## src/rtl/wt_write_buffer.sv

```systemverilog
// Posted-write FIFO between the write-through data cache and main memory; also carries block
// fills, draining queued writes to the fill block first. Define WT_WBUF_COALESCE_EN for tail coalescing.
module wt_write_buffer #(
  parameter int DEPTH = 4,
  parameter int AW    = 10,
  parameter int DW    = 32,
  parameter int BW    = 128
) (
  input  logic                   clk,
  input  logic                   reset,
  input  logic                   wr_valid,
  output logic                   wr_ready,
  input  logic [AW-1:0]          wr_addr,
  input  logic [DW-1:0]          wr_data,
  input  logic                   rd_req,
  input  logic [AW-1:0]          rd_addr,
  output logic                   rd_valid,
  output logic [BW-1:0]          rd_data,
  output logic                   mem_req,
  output logic                   mem_we,
  output logic [AW-1:0]          mem_addr,
  output logic [DW-1:0]          mem_wdata,
  input  logic                   mem_ack,
  input  logic [BW-1:0]          mem_rdata,
  output logic                   empty,
  output logic                   full,
  output logic [$clog2(DEPTH):0] count
);
  localparam int PW = $clog2(DEPTH);
  localparam int EW = AW - 2;

  typedef enum logic [1:0] {IDLE, WRITE, READ} state_t;
  state_t state_reg, state_next;

  logic [EW-1:0]    addr_mem_reg [DEPTH];
  logic [DW-1:0]    data_mem_reg [DEPTH];
  logic [PW-1:0]    head_reg, tail_reg;
  logic [PW:0]      count_reg;
  logic             mem_req_reg, mem_we_reg;
  logic [AW-1:0]    mem_addr_reg;
  logic [DW-1:0]    mem_wdata_reg;
  logic [BW-1:0]    rd_data_reg;
  logic             fill_done_reg, rd_valid_reg;
  logic [DEPTH-1:0] entry_match;
  logic             rd_match, rd_pending, coal_hit, push, pop, empty_w, full_w;
  logic             unused_bits;

  assign empty_w = (count_reg == '0);
  // DEPTH is a power of two, so the count MSB alone marks full.
  assign full_w  = count_reg[PW];

  generate
    for (genvar gi = 0; gi < DEPTH; gi++) begin : g_match
      logic [PW-1:0] offset;
      assign offset = PW'(gi) - head_reg;
      assign entry_match[gi] = ({1'b0, offset} < count_reg) &&
                               (addr_mem_reg[gi][EW-1:2] == rd_addr[AW-1:4]);
    end
  endgenerate

  assign rd_match = |entry_match;
  // A fill just completed: ignore the still-held rd_req until the requester sees rd_valid.
  assign rd_pending = rd_req && !fill_done_reg && !rd_valid_reg;

  always_comb begin
    state_next = state_reg;
    case (state_reg)
      IDLE: begin
        if (rd_pending && rd_match)  state_next = WRITE;
        else if (rd_pending)         state_next = READ;
        else if (!empty_w)           state_next = WRITE;
      end
      WRITE, READ: if (mem_ack) state_next = IDLE;
      default: state_next = IDLE;
    endcase
  end

`ifdef WT_WBUF_COALESCE_EN
  logic [PW-1:0] last_idx;
  logic          head_busy;
  assign last_idx  = tail_reg - PW'(1);
  // The head's data is latched into mem_wdata on entry to WRITE, so it must not change then or later.
  assign head_busy = (last_idx == head_reg) && ((state_reg == WRITE) || (state_next == WRITE));
  assign coal_hit  = !empty_w && !head_busy && (addr_mem_reg[last_idx] == wr_addr[AW-1:2]);
`else
  assign coal_hit  = 1'b0;
`endif

  assign wr_ready = !full_w || coal_hit;
  assign push     = wr_valid && wr_ready && !coal_hit;
  assign pop      = (state_reg == WRITE) && mem_ack;

  always_ff @(posedge clk) begin
    if (push) begin
      addr_mem_reg[tail_reg] <= wr_addr[AW-1:2];
      data_mem_reg[tail_reg] <= wr_data;
    end
`ifdef WT_WBUF_COALESCE_EN
    else if (wr_valid && wr_ready) begin
      data_mem_reg[last_idx] <= wr_data;
    end
`endif
  end

  always_ff @(posedge clk) begin
    if (reset) begin
      state_reg     <= IDLE;
      head_reg      <= '0;
      tail_reg      <= '0;
      count_reg     <= '0;
      mem_req_reg   <= 1'b0;
      mem_we_reg    <= 1'b0;
      mem_addr_reg  <= '0;
      mem_wdata_reg <= '0;
      rd_data_reg   <= '0;
      fill_done_reg <= 1'b0;
      rd_valid_reg  <= 1'b0;
    end else begin
      state_reg <= state_next;
      if (push) tail_reg <= tail_reg + PW'(1);
      if (pop)  head_reg <= head_reg + PW'(1);
      case ({push, pop})
        2'b10:   count_reg <= count_reg + (PW+1)'(1);
        2'b01:   count_reg <= count_reg - (PW+1)'(1);
        default: count_reg <= count_reg;
      endcase

      fill_done_reg <= (state_reg == READ) && mem_ack;
      rd_valid_reg  <= fill_done_reg;
      if ((state_reg == READ) && mem_ack) rd_data_reg <= mem_rdata;

      if ((state_reg == IDLE) && (state_next == WRITE)) begin
        mem_req_reg   <= 1'b1;
        mem_we_reg    <= 1'b1;
        mem_addr_reg  <= {addr_mem_reg[head_reg], 2'b00};
        mem_wdata_reg <= data_mem_reg[head_reg];
      end else if ((state_reg == IDLE) && (state_next == READ)) begin
        mem_req_reg  <= 1'b1;
        mem_we_reg   <= 1'b0;
        mem_addr_reg <= {rd_addr[AW-1:4], 4'b0000};
      end else if ((state_reg != IDLE) && mem_ack) begin
        mem_req_reg <= 1'b0;
      end
    end
  end

  assign mem_req     = mem_req_reg;
  assign mem_we      = mem_we_reg;
  assign mem_addr    = mem_addr_reg;
  assign mem_wdata   = mem_wdata_reg;
  assign rd_valid    = rd_valid_reg;
  assign rd_data     = rd_data_reg;
  assign empty       = empty_w;
  assign full        = full_w;
  assign count       = count_reg;
  assign unused_bits = ^{wr_addr[1:0], rd_addr[3:0]};

endmodule

```

## config.mk

```make
export PLATFORM = sky130hd
export DESIGN_NAME = wt_write_buffer
export DESIGN_NICKNAME = d
export VERILOG_FILES = /design/src/rtl/wt_write_buffer.sv
export SDC_FILE = /design/constraint.sdc
export NUM_CORES = 1
export LEC_CHECK = 0
export BUFFER_PORTS_ARGS = -buffer_cell sky130_fd_sc_hd__buf_2
export CORE_MARGIN = 1.5
export CORE_UTILIZATION = 45
export DETAILED_ROUTE_END_ITERATION = 16
export PLACE_DENSITY = 0.74
export SKIP_CTS_REPAIR_TIMING = 1
export SLEW_MARGIN = 20
export SYNTH_ARGS = -nofsm -noshare
export SYNTH_HDL_FRONTEND = slang
export SYNTH_SLANG_ARGS = --single-unit
```

## constraint.sdc

```tcl
create_clock -name clk -period 3.6 [get_ports clk]
set_input_delay 0.72 -clock clk [delete_from_list [all_inputs] [get_ports clk]]
set_output_delay 0.72 -clock clk [all_outputs]
set_load 0.01 [all_outputs]
```

==> results of run 1 <==
==> layout by cell type, fill, tap and decap left out, drive strengths merged, types with 3 or more instances in the layout <==
cell type / n
nor2b: 5
inv: 22
a211oi: 3
clkbuf: 49
nand2: 262
a2111o: 4
buf: 370
clkinv: 6
nand3b: 12
bufinv: 5
nor3: 4
and2: 7
nand3: 4
ha: 13
mux4: 40
mux2i: 32
dfxtp: 183
diode: 5
xor2: 14
nor2: 48
edfxtp: 160
a21oi: 135
o311ai: 6
xnor2: 16
==> where the power goes <==
| group | switching (µW) | leakage (µW) | total [µW] | internal (µW) |
|---|---|---|---|---|
| clock | 1480 | 0.000601 | 3820 | 2340 |
| sequential | 124 | 0.00296 | 4490 | 4360 |
| combinational | 724 | 0.00286 | 1240 | 516 |
==> per-layer routing <==
| metal | vias to the layer above | global-route usage, % |
|---|---|---|
| li1 | 4359 | - |
| met1 | 4306 | 22.4 |
| met2 | 305 | 38.8 |
| met3 | 79 | 6.59 |
| met4 | 6 | 11.3 |
| met5 | - | 0 |
==> cell families after synthesis <==
kind of cell	Yosys count	synth area share [%]
multiplexers	72	9.46
adder cells (fa/ha/maj)	14	1.42
flip-flops	343	65.6
other	1	0.0291
AND/OR/NAND/NOR	352	11.2
buffers and inverters	94	3.51
AO/OA/AOI/OAI	155	6.70
XOR/XNOR	30	2.04
==> metrics by stage <==
stage / hold slack, ps / cell area (µm²) / util, %
finish: 422 / 16200 / 57.8
global route: 399 / 16200 / 57.8
CTS: 399 / 16200 / 57.8
detailed placement: 443 / 15000 / 53.4
global placement: 438 / 15000 / 53.4
floorplan: 439 / 12900 / -
==> worst reg2reg max path, delay by kind of cell (launching register included) <==
family	cells	cell delay, ps
compound gates	3	760
xor+xnor	1	230
fa+ha+maj	1	190
buf+inv	3	530
flops	1	340
simple gates	3	690
==> worst max-delay path by stage <==
| stage | from | to | slack, ps | cells after the start |
|---|---|---|---|---|
| 2_1_floorplan | head_reg[0] | mem_wdata[0] | 580 | 13 |
| 6_report | head_reg[1] | mem_addr[5] | 730 | 11 |
| 4_1_cts | head_reg[0] | mem_addr[5] | 670 | 9 |
| 5_1_grt | head_reg[0] | mem_addr[5] | 480 | 9 |
| 3_3_place_gp | rd_addr[8] | mem_addr[5] | 570 | 10 |
| 3_5_place_dp | rd_addr[8] | mem_addr[9] | 530 | 10 |
==> final cells by class <==
| cell class | instances | area (µm²) | area share (%) |
|---|---|---|---|
| inverters | 19 | 71.3 | 0.440 |
| repair buffers | 370 | 1930 | 11.9 |
| flip-flops and latches | 343 | 8470 | 52.3 |
| diodes | 5 | 12.5 | 0.0772 |
| clock inverters | 15 | 215 | 1.33 |
| well taps | 378 | 473 | 2.92 |
| clock buffers | 49 | 1010 | 6.24 |
| multi-input cells | 625 | 4010 | 24.8 |
==> results.md, run 1 <==
* Most frequent cells after synthesis: 262 x nand2_1, 183 x dfxtp_1, 160 x edfxtp_1, 135 x a21oi_1, 51 x clkbuf_1
* CP arrival at 3240 ps
* Core area at 28,000 µm²
* R2r setup slk at 730 ps
* GR Util All Layers at 21.5%
* Metal3 WL at 2.74 mm
* Yosys top cell area share at 37.2%
* PwrDens at 589 nW/µm²
* Top_reg_cell synth: dfxtp_1
* Critical Path Source Type: flip-flop
* Crit Path Max Fanout at 16
* Sequential fraction of the synthesis area at 65.6%
* First-pass GRT wire length at 47.8 mm
* Top post-synthesis cells by area: edfxtp_1 37%, dfxtp_1 28%, nand2_1 7.6%
* Worst VDD drop at 0.428 mV
* Layout area overhead at 25.5%
* Cell area after technology mapping at 12,900 µm²
* Max-slew violations at 0
* Worst Skew at 16.1 ps
* Crit path required time at 3970 ps
* CP max stage cell: a2111o_1
* Flops & latches, synth at 343
* Yosys warns at 0
* PnR worst setup slack at 727 ps
* TritonCTS buffer count at 37
* Num rows at 61
* Largest net degree at the start of global routing at 115
* Total power at 9550 µW
* I/O pins at 364
* Maximum clock rate at 348 MHz
* DRC at 0
* Per-cell routed wire length at 18.5 µm
* Finish-stage setup viols at 0
* RSZ-0062 raised after global routing: false
* Synth cell types at 42
* Final GP Congestion at 0.865
* Placed insts at 1,735
* Initial antenna violation count at 9
* Worst Reg-to-Reg Cells at 11
* Bufs and invs on worst path at 3
* Worst hold start: wr_data[1]
* Pre-CTS WS at 529 ps
* Total negative slack at 0 ps
* Vias per cell at 5.02
* DIE AREA at 29,700 µm²
* Top sig layer: met5
* CP Cell Sequence: xnor2_1 -> inv_1 -> ha_1 -> a2111o_1 -> o31ai_2 -> nor4_1 -> buf_4 -> nor4_4 -> buf_4 -> or2_1 -> o311ai_1
* Starting Density at 46.1%
* Pleak at 0.00642 µW
* Overflow left after global routing at 0
* Mean Syn Cell Area at 12.2 µm²
* Vias in the first global route at 8,719
* Max Cap Violations at 0
* Hold path depth at 1
* Fin crit period at 2870 ps
* R2r startpoint: head_reg[1]
* Reg2Reg Capture Point: mem_addr[5]
* CP dominant cell by count: buf_4
* Detailed placer's ending HPWL at 23.1 mm
* Hold crit path type: in -> reg
* Final WL at 33.3 mm
* TritonCTS clock tree: built
* Status: finished, final reports clean
* Clock-pin slew on the worst setup and hold paths at 60 ps
* Number of clock sinks at 343
* Slew @ Worst Pin at 784 ps
* Filler cells at 2,362
* Root Buffer: clkbuf_16
* Hold Crit Endpoint: data_mem_reg[2][1]
* Count of input and output buffers at 355
* Die height at 172 µm
* Wl on met1 at 12.1 mm
* H-tree levels at 2
* Clock Path Buffers at 3
* Iter 0 DRT Violations at 467
* Critical path endpoint category: flip-flop
* Slew headroom at 47.7%
* Max incr delay on CP at 430 ps
* Final period utilization at 79.8%
* Final nets at 1,595
* CP top delay family: compound AO/OA/AOI/OAI gates
* Via count at 9,055
* Post-synth ARST share at 0%
* Largest area contributor in the netlist: edfxtp_1
* Met2 routed WL at 17.0 mm
* Finished Layout Cells at 1,804
* Worst-Skew Late Latency at 510 ps
* Critical path class: reg -> reg
* Cells after Synth at 1,061
* Final hold violations at 0
* Final ANT Viol Nets at 0
* Layout cell share with drive strength beyond 1 at 33.8%
* Die Width at 172 µm
* Count leader, synth: nand2_1
* Detailed-router iteration count before antenna repair at 4
* EDFF count, synth at 160
Power figures use the tool's default switching activity.
==> inputs of run 2 (changes only) <==
==> constraint.sdc (replaced) <==
create_clock -name clk -period 2.9 [get_ports clk]
set_input_delay 0.58 -clock clk [delete_from_list [all_inputs] [get_ports clk]]
set_output_delay 0.58 -clock clk [all_outputs]
set_load 0.01 [all_outputs]
==> results.md, run 2 (same netlist as run 1, synthesis figures left out) <==
* Status: finished, final reports clean
* Fin crit period at 2560 ps (-310 ps)
* Finished Layout Cells at 1,814 (+0.55%)
* Final GP Congestion at 0.856 (-0.98%)
* Initial antenna violation count at 13 (+4)
* Layout cell share with drive strength beyond 1 at 34.1% (+0.28 points)
* Metal3 WL at 2.83 mm (+3.5%)
* First-pass GRT wire length at 47.9 mm (+0.11%)
* Hold crit path type: in -> reg
* Iter 0 DRT Violations at 622 (+33%)
* Critical Path Source Type: flip-flop
* Wl on met1 at 12.0 mm (-0.44%)
* Finish-stage setup viols at 0 (unchanged)
* Worst Skew at 23.0 ps (+6.91 ps)
* Count of input and output buffers at 355 (unchanged)
* I/O pins at 364 (unchanged)
* TritonCTS buffer count at 37 (unchanged)
* GR Util All Layers at 21.4% (-0.079 points)
* Crit path required time at 3290 ps (-680 ps)
* PwrDens at 729 nW/µm² (+24%)
* Detailed placer's ending HPWL at 23.1 mm (about the same)
* Vias in the first global route at 8,783 (+0.73%)
* Net Sw Frac at 24.4% (+0.030 points)
* Per-cell routed wire length at 18.3 µm (-1.2%)
* Num rows at 61 (unchanged)
* Final hold violations at 0 (unchanged)
* Detailed-router iteration count before antenna repair at 4 (unchanged)
* Critical path class: reg -> reg
* Placed insts at 1,736 (+0.058%)
* Worst VDD drop at 0.622 mV (+46%)
* Final ANT Viol Nets at 0 (unchanged)
* Vias per cell at 5.01 (-0.20%)
* Layout area overhead at 26.9%
* Root Buffer: clkbuf_16
* Clock Path Buffers at 3 (unchanged)
* Maximum clock rate at 390 MHz (+12%)
* Slew headroom at 54.0% (+6.3 points)
* Top sig layer: met5
* H-tree levels at 2 (unchanged)
* Most frequent cells in the layout: 354 x buf_2, 261 x nand2_1, 181 x dfxtp_1
* TritonCTS clock tree: built
* Final nets at 1,596 (+0.063%)
* Final WL at 33.1 mm (-0.64%)
* Worst-Skew Late Latency at 530 ps (+20 ps)
* Largest net degree at the start of global routing at 82 (-29%)
* Total negative slack at 0 ps (unchanged)
* Max-slew violations at 0 (unchanged)
* Crit Path Max Fanout at 22 (+6)
* Slew @ Worst Pin at 689 ps (-95.0 ps)
* Number of clock sinks at 343 (unchanged)
* Max Cap Violations at 0 (unchanged)
* Via count at 9,087 (+0.35%)
* Part of the total power dissipated in the clock network at 40.1% (about the same)
* Commonest non-fill, non-tap cell in the layout: buf_2
* Die Width at 172 µm (unchanged)
* Total power at 11,900 µW (+25%)
* Core area at 28,000 µm² (unchanged)
* RSZ-0062 raised after global routing: false
* Met2 routed WL at 16.9 mm (-0.82%)
* Pleak at 0.00647 µW (+0.90%)
* Comb power frac at 13.2% (+0.2 points)
* Die height at 172 µm (unchanged)
* Final period utilization at 88.4% (+8.6 points)
* Critical path endpoint category: flip-flop
* Filler cells at 2,295 (-2.8%)
* Internal at 9030 µW (+25%)
* CP arrival at 2950 ps (-290 ps)
* Flop pwr share at 46.7% (-0.3 points)
* DRC at 0 (unchanged)
* Overflow left after global routing at 0 (unchanged)
* Starting Density at 46.1% (unchanged)
* Clock-pin slew on the worst setup and hold paths at 60 ps (about the same)
* Switching power at 2920 µW (+25%)
* DIE AREA at 29,700 µm² (unchanged)
[run 2: power groups by stage]
stage                     clock, µW  combinational, µW  sequential [µW]
after global placement            0               1560             5660
after CTS                      4910               1600             5580
after global routing           5110               1730             5610
after detailed placement          0               1590             5670
after floorplan                   0                887             5740
final                          4790               1580             5570
[run 2: worst max-delay path, stage by stage, from the launching register on]
cell and delay [ps]:
dfxtp_2 340, xnor2_1 200, inv_1 70, ha_1 180, a2111o_1 420, o31ai_2 240, nor4_2 90, nor4_4 290
buf_12 250, or2_1 250, o311ai_1 110
[run 2: stage by stage]
stage | utilization, % | area, µm² | setup slack, ps | hold slack [ps]
6_report | 58.5 | 16400 | 338 | 266
5_1_grt | 58.4 | 16400 | 125 | 247
4_1_cts | 58.3 | 16300 | 152 | 243
3_5_place_dp | 53.8 | 15100 | 68.2 | 443
3_3_place_gp | 53.8 | 15100 | 74.9 | 439
2_1_floorplan | - | 12900 | 103 | 439
[run 2: layer usage]
layer  global-route usage [%]  up-vias
met4                     10.1        4
met5                        0        -
met3                     7.16       80
met2                     38.8      294
li1                         -     4356
met1                     22.3     4353
[run 2: worst paths after layout]
check | depth (start not counted) | startpoint | slack, ps | end
setup reg to reg | 10 | head_reg[1] | 340 | mem_addr[7]
hold / removal | 1 | wr_data[23] | 270 | data_mem_reg[0][23]
hold reg to reg | 2 | rd_data[91] | 450 | rd_data[91]
setup / recovery | 10 | head_reg[1] | 340 | mem_addr[7]
[run 2: cell type report]
type | instances | area [µm²] | share of cell area, %
inverters | 19 | 71.3 | 0.435
clock buffers | 48 | 1020 | 6.21
flip-flops and latches | 343 | 8470 | 51.7
well taps | 378 | 473 | 2.89
diodes | 12 | 30.0 | 0.183
clock inverters | 18 | 243 | 1.48
repair buffers | 371 | 2050 | 12.5
multi-input cells | 625 | 4020 | 24.5
